`src/rtl/mandelbrot_iter_ctrl.sv`:
```
// mandelbrot_iter_ctrl: sequences a combinational Mandelbrot step core from z=0
// and reports the escape iteration count over valid/ready handshakes.
module mandelbrot_iter_ctrl #(
  parameter int WIDTH    = 8,
  parameter int FRAC     = WIDTH - 3,
  parameter int CNT_W    = 8,
  parameter int MAX_ITER = 255
) (
  input  logic                    clk,
  input  logic                    reset,
  input  logic                    enable,
  input  logic                    start_valid,
  output logic                    start_ready,
  input  logic signed [WIDTH-1:0] cr,
  input  logic signed [WIDTH-1:0] ci,
  output logic signed [WIDTH-1:0] step_cr,
  output logic signed [WIDTH-1:0] step_ci,
  output logic signed [WIDTH-1:0] step_zr,
  output logic signed [WIDTH-1:0] step_zi,
  input  logic signed [WIDTH-1:0] step_out_zr,
  input  logic signed [WIDTH-1:0] step_out_zi,
  output logic                    res_valid,
  input  logic                    res_ready,
  output logic [CNT_W-1:0]        res_iter,
  output logic                    res_escaped
);
  typedef enum logic [1:0] {IDLE, ITER, DONE} state_t;
  localparam logic signed [2*WIDTH:0] LIM = (2*WIDTH+1)'(4) << (2*FRAC);
  localparam logic [CNT_W-1:0] MAX_C = CNT_W'(MAX_ITER);
  state_t state_q, state_d;
  logic signed [WIDTH-1:0] cr_q, cr_d, ci_q, ci_d, zr_q, zr_d, zi_q, zi_d;
  logic [CNT_W-1:0] cnt_q, cnt_d, iter_q, iter_d;
  logic esc_q, esc_d;
  logic signed [2*WIDTH:0] zr_x, zi_x, mag;
  // full-precision magnitude so the escape test never sees truncation
  assign zr_x = (2*WIDTH+1)'(zr_q);
  assign zi_x = (2*WIDTH+1)'(zi_q);
  assign mag  = zr_x * zr_x + zi_x * zi_x;
  always_comb begin
    state_d = state_q;
    cr_d    = cr_q;
    ci_d    = ci_q;
    zr_d    = zr_q;
    zi_d    = zi_q;
    cnt_d   = cnt_q;
    iter_d  = iter_q;
    esc_d   = esc_q;
    unique case (state_q)
      IDLE: if (start_valid) begin
        cr_d    = cr;
        ci_d    = ci;
        zr_d    = '0;
        zi_d    = '0;
        cnt_d   = '0;
        state_d = ITER;
      end
      ITER: if (enable) begin
        if (mag > LIM || cnt_q == MAX_C) begin
          esc_d   = mag > LIM;
          iter_d  = cnt_q;
          state_d = DONE;
        end else begin
          zr_d  = step_out_zr;
          zi_d  = step_out_zi;
          cnt_d = cnt_q + CNT_W'(1);
        end
      end
      DONE: state_d = res_ready ? IDLE : DONE;
      default: state_d = IDLE;
    endcase
  end
  always_ff @(posedge clk or posedge reset) begin
    if (reset) begin
      state_q <= IDLE;
      cr_q    <= '0;
      ci_q    <= '0;
      zr_q    <= '0;
      zi_q    <= '0;
      cnt_q   <= '0;
      iter_q  <= '0;
      esc_q   <= 1'b0;
    end else begin
      state_q <= state_d;
      cr_q    <= cr_d;
      ci_q    <= ci_d;
      zr_q    <= zr_d;
      zi_q    <= zi_d;
      cnt_q   <= cnt_d;
      iter_q  <= iter_d;
      esc_q   <= esc_d;
    end
  end
  assign start_ready = state_q == IDLE;
  assign res_valid   = state_q == DONE;
  assign res_iter    = iter_q;
  assign res_escaped = esc_q;
  assign step_cr     = cr_q;
  assign step_ci     = ci_q;
  assign step_zr     = zr_q;
  assign step_zi     = zi_q;
endmodule

```
`config.mk`:
```
export PLATFORM = sky130hd
export DESIGN_NAME = mandelbrot_iter_ctrl
export DESIGN_NICKNAME = d
export VERILOG_FILES = /design/src/rtl/mandelbrot_iter_ctrl.sv
export SDC_FILE = /design/constraint.sdc
export NUM_CORES = 1
export LEC_CHECK = 0
export CAP_MARGIN = 20
export CORE_MARGIN = 5
export CORE_UTILIZATION = 50
export DETAILED_ROUTE_END_ITERATION = 6
export PLACE_DENSITY = 0.72
export SLEW_MARGIN = 20
export SYNTH_ARGS = -nofsm -noshare
export SYNTH_HDL_FRONTEND = slang
export SYNTH_SLANG_ARGS = --single-unit
```
`constraint.sdc`:
```
create_clock -name clk -period 12.3 [get_ports clk]
set_clock_uncertainty 0.15 [all_clocks]
set_input_delay 3.075 -clock clk [delete_from_list [all_inputs] [get_ports clk]]
set_output_delay 3.075 -clock clk [all_outputs]
set_load 0.1 [all_outputs]
```
==> flow_summary_export.csv, run 1 <==
group,metric,value,unit
status,outcome,"finished clean",
logic_synthesis,ys_seq_area_share,18.5,%
power_and_ir_drop,p_sw,0.00120,W
floorplan,die_area,16200,µm²
clocking,clock_latency,0.29,ns
drt,dr_total_vias,5082,
finish,antenna_cells,0,
drt,ant_nets,0,
grt,grt_pass1_vias,5790,
clocking,cts_tree,"done",
drt,post_drt_wl_per_cell,16.0,µm
timing,rsz0062_at_grt,"false",
power_and_ir_drop,power.density,261,nW/µm²
grt,grt_usage,20.9,%
logic_synthesis,syn_area,6900,µm²
timing,max_slew_margin,32.1,%
timing,report.final.hold_viol_count,0,
floorplan,coreArea,13700,µm²
power_and_ir_drop,p_int,0.000900,W
placement,place_area,7850,µm²
finish,drive_above_1_share,3.41,%
critical_path,criticalPathCategory,"reg2reg",
grt,grt_pass1_wl,27.4,mm
timing,drv_slew,0,
power_and_ir_drop,swShare,57.2,%
logic_synthesis,synth.largest_area_cell,"fa_1",
logic_synthesis,synth-async-reset-ratio,100,%
placement,place_congestion,0.899,
timing,finalCritPeriodShare,63.6,%
drt,wl,15.5,mm
critical_path,r2r-end,"step_zi[2]",
logic_synthesis,synth-edff-count,0,
floorplan,floorplan.rows,43,
critical_path,worstSetupEndpointType,"flip-flop",
finish,area_delta_synth_final,16.5,%
logic_synthesis,synth.distinct_cells,48,
finish,layout.nets,1001,
drt,vias_per_cell,5.23,
critical_path,crit_fanout,17,
clocking,cts_max_level,2,
logic_synthesis,synthesis.nets,928,
critical_path,r2r_start,"step_zi[7]",
logic_synthesis,syn_avg_cell_area,9.62,µm²
clocking,post-cts-setup-buffer-count,0,
floorplan,start_util,50.3,%
drt,drt-pass1-iter-count,7,
logic_synthesis,ys_top_cells_by_area,"fa_1, dfrtp_1, ha_1",
floorplan,boundaryPins,80,
logic_synthesis,synth.top_cell.area_share,35.1,%
min_path,worstHoldStart,"step_cr[3]",
timing,tightest_slew,1.02,ns
power_and_ir_drop,p_seq_share,13.5,%
finish,layout.cells.non_filler,971,
placement,dp_hpwl,12.9,mm
run,maxCapViolCount,0,
clocking,clkTransAtPathRegs,0.07,ns
grt,antenna_found_initial,0,
drt,drc,0,
clocking,cts_resized,0,
power_and_ir_drop,p_comb_share,78.1,%
clocking,cts_sinks,51,
finish,final_area,8040,µm²
critical_path,rrSetupSlack,4.48,ns
critical_path,critPathArrivalTime,7.89,ns
floorplan,die_w,127,µm
timing,setup_tns,0,ns
placement,placedCellCount,963,
grt,grt_max_degree,52,
clocking,cts_made_buffers,5,
timing,setup_violations,0,
critical_path,r2r_cells,20,
clocking,root_buffer,"clkbuf_16",
clocking,cts_max_path_buffers,2,
power_and_ir_drop,ir_drop,236,µV
timing,setup_ws,4.48,ns
min_path,hold_path_end,"step_cr[3]",
logic_synthesis,ys_ff_latch,51,
drt,first_iter_violations,283,
logic_synthesis,yosysWarningCount,0,
critical_path,cp.required,12.36,ns
logic_synthesis,synth_ff_type,"dfrtp_1",
placement,place_ws,4.50,ns
critical_path,start_kind,"flip-flop",
clocking,hold_buffers,0,
power_and_ir_drop,clock_power_share,8.5,%
placement,portBuffers,79,
logic_synthesis,post_synth_inst_count,717,
floorplan,die_y,127,µm
timing,min_period,7.82,ns
grt,overflow,0,
timing,hold_ws,0.323,ns
min_path,hold_class,"reg2reg",
power_and_ir_drop,p_leak,4.23,nW
timing,clock.fmax,0.128,GHz
min_path,hold_depth,2,
-- metal layers --
metal	global-route usage [%]	routed length [µm]	vias to the layer above	part of all wire (%)
li1	-	-	2338	-
met1	26.9	6550	2584	42
met2	37.0	7900	134	51
met3	3.34	742	26	4.8
met4	5.17	293	0	1.9
met5	0	0	-	0
-- synthesized netlist by cell type (all sizes together) (8+ instances only) --
library cell	number
a21oi	15
clkbuf	10
dfrtp	51
fa	121
ha	53
inv	161
mux2	11
mux2i	18
nand2	99
nor2	41
nor2b	18
nor4	8
o21ai	10
xnor2	25
-- sequential cells by signal, summed over array words and instances, names as in the netlist --
| name | flops |
|---|---|
| state_q | 2 |
| step_cr | 8 |
| res_escaped | 1 |
| cnt_q | 8 |
| res_iter | 8 |
| step_zi | 8 |
| step_ci | 8 |
| step_zr | 8 |
-- kinds of logic after synthesis --
| family | Yosys count | share of synthesized area, % |
|---|---|---|
| AND/OR/NAND/NOR | 202 | 13.3 |
| buffers and inverters | 176 | 9.94 |
| adder cells (fa/ha/maj) | 174 | 44.7 |
| AO/OA/AOI/OAI | 56 | 5.40 |
| flip-flops | 51 | 18.5 |
| XOR/XNOR | 29 | 3.68 |
| multiplexers | 29 | 4.41 |
-- power by group through the flow --
| stage | Clock [W] | Sequential (W) | Combinational (W) |
|---|---|---|---|
| detailed placement | 0 | 0.000285 | 0.00164 |
| finish | 0.000178 | 0.000283 | 0.00164 |
| floorplan | 0 | 0.000562 | 0.00102 |
| global route | 0.000188 | 0.000292 | 0.00182 |
| CTS | 0.000181 | 0.000282 | 0.00165 |
| global placement | 0 | 0.000284 | 0.00159 |
-- final cells by class --
| class | count | area [µm²] |
|---|---|---|
| fillers | 1158 | 5680 |
| repair buffers | 81 | 806 |
| well taps | 180 | 225 |
| clock buffers | 6 | 129 |
| flip-flops and latches | 51 | 1280 |
| clock inverters | 2 | 60.1 |
| multi-input cells | 490 | 4940 |
| inverters | 161 | 604 |
-- cell usage in the layout (no fill, tap or decap), types with 7 or more instances in the layout --
cell type          n
nand2_1           99
o21ai_0           10
mux2_2            11
a21oi_1           15
nor2b_1           18
a21o_1             7
nor4_1             8
clkdlybuf4s50_1   79
nor2_1            41
inv_1            160
mux2i_1           18
dfrtp_1           51
fa_1             121
and2_1             7
xnor2_1           25
ha_1              53
-- how the worst max path moves through the flow --
stage | depth (start not counted) | startpoint | end | slack (ns)
floorplan | 26 | step_zr[3] | step_zr[0] | 4.87
global placement | 20 | step_zi[7] | step_zi[0] | 4.78
detailed placement | 20 | step_zi[7] | step_zi[0] | 4.50
CTS | 20 | step_zi[7] | step_zr[2] | 4.47
global route | 20 | step_zi[7] | step_zr[6] | 4.04
finish | 20 | step_zi[7] | step_zi[2] | 4.48
-- metrics by stage --
step	utilization, %	total power [W]
6_report	58.6	0.00210
5_1_grt	58.6	0.00230
4_1_cts	58.6	0.00211
3_5_place_dp	57.2	0.00193
3_3_place_gp	57.2	0.00187
2_1_floorplan	-	0.00158
-- worst max-delay path, cell delays in order, from the launching register on --
cell and delay (ns):
dfrtp_1 0.64, and2_1 0.53, xnor2_1 0.14, ha_1 0.34, fa_1 0.51, fa_1 0.58
fa_1 0.44, fa_1 0.54, inv_1 0.05, fa_1 0.53, inv_1 0.04, ha_1 0.37
a21o_1 0.19, a21oi_1 0.35, nor4bb_1 0.37, a41oi_1 0.09, nand4_1 0.14, o31a_1 0.38
or2_1 0.26, a22o_1 0.81, mux2i_1 0.27
(Power assumes the default switching activity.)
==> run 2: changes to the inputs <==
PLACE_DENSITY = 0.75   (was 0.72)
clock period = 6.98 ns   (was 12.3 ns; I/O delays follow)
==> run 2 against run 1 <==
  * Sequential share of layout area is 0.76 points lower
  * Sequential power is 70% higher
  * Clock-buffer cell count rose by 1
  * Clock power grew 54%
  * Non-clock buffer count up 43
  * Worst setup slack got worse by 4.3 ns
  * Highest routed layer unchanged
==> flow_summary_export.csv, run 2 (same netlist as run 1, synthesis figures left out) <==
group,metric,value,unit
drt,drc,0,
critical_path,start_kind,"flip-flop",
clocking,root_buffer,"clkbuf_16",
finish,mostFrequentLayoutCell,"inv_1",
drt,ant_nets,0,
drt,dr_total_vias,5191,
critical_path,cp_slowest_cell,"fa_1",
critical_path,criticalPathCategory,"reg2reg",
critical_path,path_cells,"buf_4 -> and2_1 -> fa_2 -> buf_4 -> fa_1 -> inv_1 -> fa_1 -> inv_1 -> fa_1 -> inv_1 -> fa_1 -> inv_1 -> fa_1 -> ha_4 -> nor2b_2 -> and3_1 -> o21ai_1 -> a211o_1 -> nand4_1 -> o31a_1 -> or2_4 -> o41ai_1 -> a21oi_1",
drt,vias_per_cell,5.12,
drt,wl,16.2,mm
finish,nFillCells,1130,
status,outcome,"finished clean",
power_and_ir_drop,ir_drop,322,µV
clocking,cts_max_level,2,
clocking,cts_sinks,51,
critical_path,cp_top_family,"adder cells",
drt,first_iter_violations,300,
grt,grt_pass1_vias,5533,
grt,grt_max_degree,52,
clocking,cts_made_buffers,5,
timing,finalCritPeriodShare,98.0,%
critical_path,max_stage_delay,0.58,ns
power_and_ir_drop,p_leak,4.43,nW
timing,clock.fmax,0.146,GHz
clocking,cts_max_path_buffers,2,
power_and_ir_drop,power.density,483,nW/µm²
grt,gr-max-usage-layer,"met2",
timing,max_slew_margin,30.3,%
floorplan,start_util,50.3,%
critical_path,cp.required,6.96,ns
floorplan,coreArea,13700,µm²
min_path,hold_class,"reg2reg",
grt,grt_use_met1,28.4,%
floorplan,floorplan.rows,43,
floorplan,die_y,127,µm
finish,final_area,8570,µm²
min_path,worstHoldStart,"step_cr[5]",
timing,report.final.hold_viol_count,0,
critical_path,startpoint,"step_zr[3]",
placement,dp_hpwl,13.0,mm
timing,setup_violations,0,
finish,layout.nets,1044,
critical_path,crit_fanout,5,
grt,grt_pass1_wl,27.0,mm
grt,overflow,0,
drt,drt-pass1-iter-count,5,
floorplan,boundaryPins,80,
critical_path,crit_buf_inv,6,
grt,global_route.usage.met3,3.43,%
placement,portBuffers,79,
timing,drv_slew,0,
timing,min_period,6.84,ns
timing,tightest_slew,1.04,ns
floorplan,die_area,16200,µm²
timing,setup_tns,0,ns
placement,place_area,8000,µm²
floorplan,die_w,127,µm
drt,post_drt_wl_per_cell,16.0,µm
grt,antenna_found_initial,0,
critical_path,r2r_start,"step_zr[3]",
grt,use_met2,35.6,%
placement,place_ws,-0.0605,ns
finish,antenna_cells,0,
critical_path,worstSetupEndpointType,"flip-flop",
critical_path,cp_common_cell,"fa_1",
critical_path,critPathArrivalTime,6.82,ns
clocking,clkTransAtPathRegs,0.07,ns
clocking,hold_buffers,0,
finish,area_delta_synth_final,24.3,%
finish,drive_above_1_share,14.7,%
placement,place_congestion,0.849,
grt,grt_usage,20.7,%
clocking,clock_latency,0.29,ns
run,maxCapViolCount,0,
clocking,cts_tree,"done",
timing,setup_ws,0.140,ns
finish,final_cell_mix,"inv_1, fa_1, nand2_1, clkdlybuf4s50_1, ha_1",
run 2: changes by cell type in the layout (fill, tap and decap cells not counted), sizes merged:
cell	previous run	this run
clkinv	0	1
clkbuf	6	7
buf	2	45
bufinv	2	1
inv	161	160
run 2: worst register-to-register path, delay by kind of cell (launching register included):
| family | cells | cell delay [ns] |
|---|---|---|
| adder cells (fa/ha/maj) | 7 | 3.39 |
| buffers and inverters | 6 | 0.59 |
| AO/OA/AOI/OAI | 5 | 1.18 |
| flip-flops | 1 | 0.46 |
| AND/OR/NAND/NOR | 5 | 0.92 |
run 2: stage by stage:
stage          utilization, %  instances  total power, W  hold slack, ns
6_report                 62.5       1014         0.00414           0.324
5_1_grt                  62.5       1014         0.00450           0.351
4_1_cts                  59.6        989         0.00376           0.327
3_5_place_dp             58.3        979         0.00343           0.311
3_3_place_gp             58.3        979         0.00338           0.307
2_1_floorplan               -        717         0.00279           0.365
run 2: cell type report:
type                    instances  area (µm²)  share of cell area [%]
multi-input cells             490        5120                    59.7
flip-flops and latches         51        1300                    15.1
repair buffers                124        1150                    13.4
inverters                     161         617                    7.19
well taps                     180         225                    2.63
clock buffers                   7         133                    1.55
clock inverters                 1        30.0                   0.350
run 2: report_power, final:
part           switching, W  internal, W
combinational       0.00208      0.00130
clock              0.000105     0.000170
sequential        0.0000937     0.000386
run 2: routing by layer:
metal,vias to the layer above,share of wire [%]
li1,2432,-
met1,2600,43
met2,145,50
met3,14,5.8
met4,0,0.95
met5,-,0
run 2: what timing repair did:
item,4_1_cts,5_1_grt
pin swaps,1,23
endpoints found under the setup margin,24,34
gates resized for setup,0,48
cloned,0,1
buffers inserted,2,24
run 2: worst paths after layout:
check	end	slack, ns	cells past startpoint
worst max-delay path	cnt_q[7]	0.14	23
worst min-delay path	step_cr[5]	0.32	2
worst max register to register	cnt_q[7]	0.14	23
worst min register to register	step_cr[5]	0.32	2
max in group asynchronous	step_zi[5]	4.42	3
min in group asynchronous	step_ci[7]	1.80	3
==> run 3: changes to the inputs <==
CELL_PAD_IN_SITES_DETAIL_PLACEMENT = 2   (was not set)
CELL_PAD_IN_SITES_GLOBAL_PLACEMENT = 2   (was not set)
CORE_UTILIZATION = 33   (was 50)
PLACE_DENSITY = not set   (was 0.75)
PLACE_DENSITY_LB_ADDON = 0.1   (was not set)
==> run 3 against run 2 <==
  * Non-clock buffer count increased by 22
  * Final cell count up 11%
  * First-iteration DRC count fell by 60%
  * Worst setup slack better by 0.020 ns
  * Clock power is 1% higher
  * Utilization fell by 18 points
  * Critical path depth unchanged
  * Via count up 3.0%
==> flow_summary_export.csv, run 3 (same netlist as run 1, synthesis figures left out) <==
group,metric,value,unit
timing,min_period,6.82,ns
power_and_ir_drop,p_int,0.00206,W
drt,first_iter_violations,119,
finish,layout.nets,1066,
floorplan,floorplan.rows,52,
finish,final_cell_mix,"inv_1, fa_1, nand2_1, clkdlybuf4s50_1, buf_4",
finish,nFillCells,2199,
finish,area_delta_synth_final,30.7,%
grt,grt_pass1_wl,35.0,mm
finish,seq_area,1300,µm²
clocking,root_buffer,"clkbuf_16",
power_and_ir_drop,p_seq_share,10.5,%
critical_path,start_kind,"flip-flop",
critical_path,crit_fanout,7,
power_and_ir_drop,swShare,55.1,%
finish,drive_above_1_share,18.5,%
drt,post_drt_wl_per_cell,19.2,µm
clocking,clkTransAtPathRegs,0.07,ns
clocking,cts_tree,"done",
timing,finalCritPeriodShare,97.7,%
floorplan,boundaryPins,80,
floorplan,die_y,155,µm
power_and_ir_drop,p_sw,0.00253,W
floorplan,start_util,33.8,%
critical_path,crit_buf_inv,7,
power_and_ir_drop,p_leak,4.55,nW
timing,rsz0062_at_grt,"true",
critical_path,critPathArrivalTime,6.85,ns
clocking,clock_latency,0.29,ns
critical_path,cp_top_family,"adder cells",
timing,setup_violations,0,
drt,ant_nets,0,
timing,tightest_slew,1.02,ns
critical_path,path_cells,"nand2_2 -> inv_1 -> fa_1 -> inv_1 -> fa_1 -> fa_1 -> inv_1 -> fa_2 -> fa_1 -> inv_1 -> fa_1 -> inv_1 -> ha_4 -> o211ai_1 -> o211a_1 -> buf_4 -> or4_1 -> o21ai_0 -> o31a_1 -> buf_4 -> nor3_1 -> mux2_2 -> a32o_1",
critical_path,max_stage_delay,0.56,ns
timing,setup_ws,0.160,ns
placement,portBuffers,79,
placement,place_congestion,0.781,
critical_path,cp.required,7.01,ns
grt,overflow,0,
power_and_ir_drop,power.density,509,nW/µm²
floorplan,coreArea,20400,µm²
power_and_ir_drop,clock_power_share,6.1,%
run,maxCapViolCount,0,
grt,grt_pass1_vias,6434,
clocking,cts_sinks,51,
clocking,cts_max_level,2,
grt,grt_usage,18.4,%
finish,mostFrequentLayoutCell,"inv_1",
critical_path,criticalPathCategory,"reg2reg",
drt,dr_total_vias,5349,
timing,drv_slew,0,
drt,vias_per_cell,4.75,
min_path,hold_class,"reg2reg",
placement,dp_hpwl,17.9,mm
grt,antenna_found_initial,0,
power_and_ir_drop,p_comb_share,83.4,%
timing,setup_tns,0,ns
grt,grt_max_degree,52,
critical_path,worstSetupEndpointType,"flip-flop",
floorplan,die_area,23900,µm²
timing,report.final.hold_viol_count,0,
finish,antenna_cells,0,
drt,drt-pass1-iter-count,4,
timing,clock.fmax,0.147,GHz
timing,max_slew_margin,31.8,%
drt,wl,21.6,mm
status,outcome,"finished clean",
floorplan,die_w,155,µm
power_and_ir_drop,ir_drop,338,µV
finish,multi_input_area,5250,µm²
clocking,cts_max_path_buffers,2,
placement,place_ws,-0.389,ns
drt,drc,0,
clocking,cts_made_buffers,5,
critical_path,cp_slowest_cell,"fa_1",
-- run 3: changes by cell type in the layout (fill, tap and decap cells not counted), sizes merged --
cell | previous run | this run
dlymetal6s2s | 0 | 1
buf | 45 | 66
clkinvlp | 0 | 1
clkinv | 1 | 0
-- run 3: what timing repair did --
item / in CTS / in global routing
setup endpoints to repair: 34 / 34
pin swaps: 5 / 41
hold buffers: 0 / 0
gates resized for setup: 17 / 53
setup buffers: 7 / 29
cloned: 0 / 0
-- run 3: final timing paths --
check                           start    endpoint  slack (ns)  depth (start not counted)
setup / recovery           step_zr[2]    cnt_q[0]        0.16                         23
hold / removal             step_ci[7]  step_ci[7]        0.34                          2
setup reg to reg           step_zr[2]    cnt_q[0]        0.16                         23
hold reg to reg            step_ci[7]  step_ci[7]        0.34                          2
max in group asynchronous       reset  step_zr[6]        4.38                          3
min in group asynchronous       reset  step_cr[2]        1.80                          3
-- run 3: worst min-delay path, delay by kind of cell, from the launching register on --
kind	cells	cell delay (ns)
and+or+nand+nor	2	0.12
DFF	1	0.34
-- run 3: layout make-up --
| class | instances | share of cell area, % |
|---|---|---|
| Clock buffer | 7 | 1.47 |
| Clock inverter | 1 | 0.333 |
| Inverter | 161 | 6.77 |
| Multi-Input combinational cell | 490 | 58.2 |
| Sequential cell | 51 | 14.4 |
| Tap cell | 270 | 3.75 |
| Timing Repair Buffer | 146 | 15.1 |
-- run 3: routing by layer --
layer / wire length (µm) / up-vias / share of wire (%) / global-route usage [%]
li1: - / 2478 / - / -
met4: 60 / 0 / 0.28 / 1.18
met2: 12000 / 43 / 56 / 34.7
met1: 9100 / 2822 / 42 / 23.7
met3: 432 / 6 / 2.0 / 2.12
met5: 0 / - / 0 / 0
-- run 3: power groups by stage --
stage / sequential [W] / clock, W / combinational [W]
finish: 0.000482 / 0.000279 / 0.00383
global route: 0.000493 / 0.000299 / 0.00420
CTS: 0.000486 / 0.000285 / 0.00343
detailed placement: 0.000500 / 0 / 0.00324
global placement: 0.000493 / 0 / 0.00313
floorplan: 0.000998 / 0 / 0.00179
-- run 3: stage by stage --
stage / instances / util, % / power [W] / cell area [µm²] / hold slack (ns)
2_1_floorplan: 717 / - / 0.00279 / 6950 / 0.365
3_3_place_gp: 1082 / 40.2 / 0.00363 / 8210 / 0.308
3_5_place_dp: 1082 / 40.2 / 0.00374 / 8210 / 0.324
4_1_cts: 1097 / 41.5 / 0.00420 / 8490 / 0.341
5_1_grt: 1126 / 44.1 / 0.00499 / 9020 / 0.352
6_report: 1126 / 44.1 / 0.00459 / 9020 / 0.337
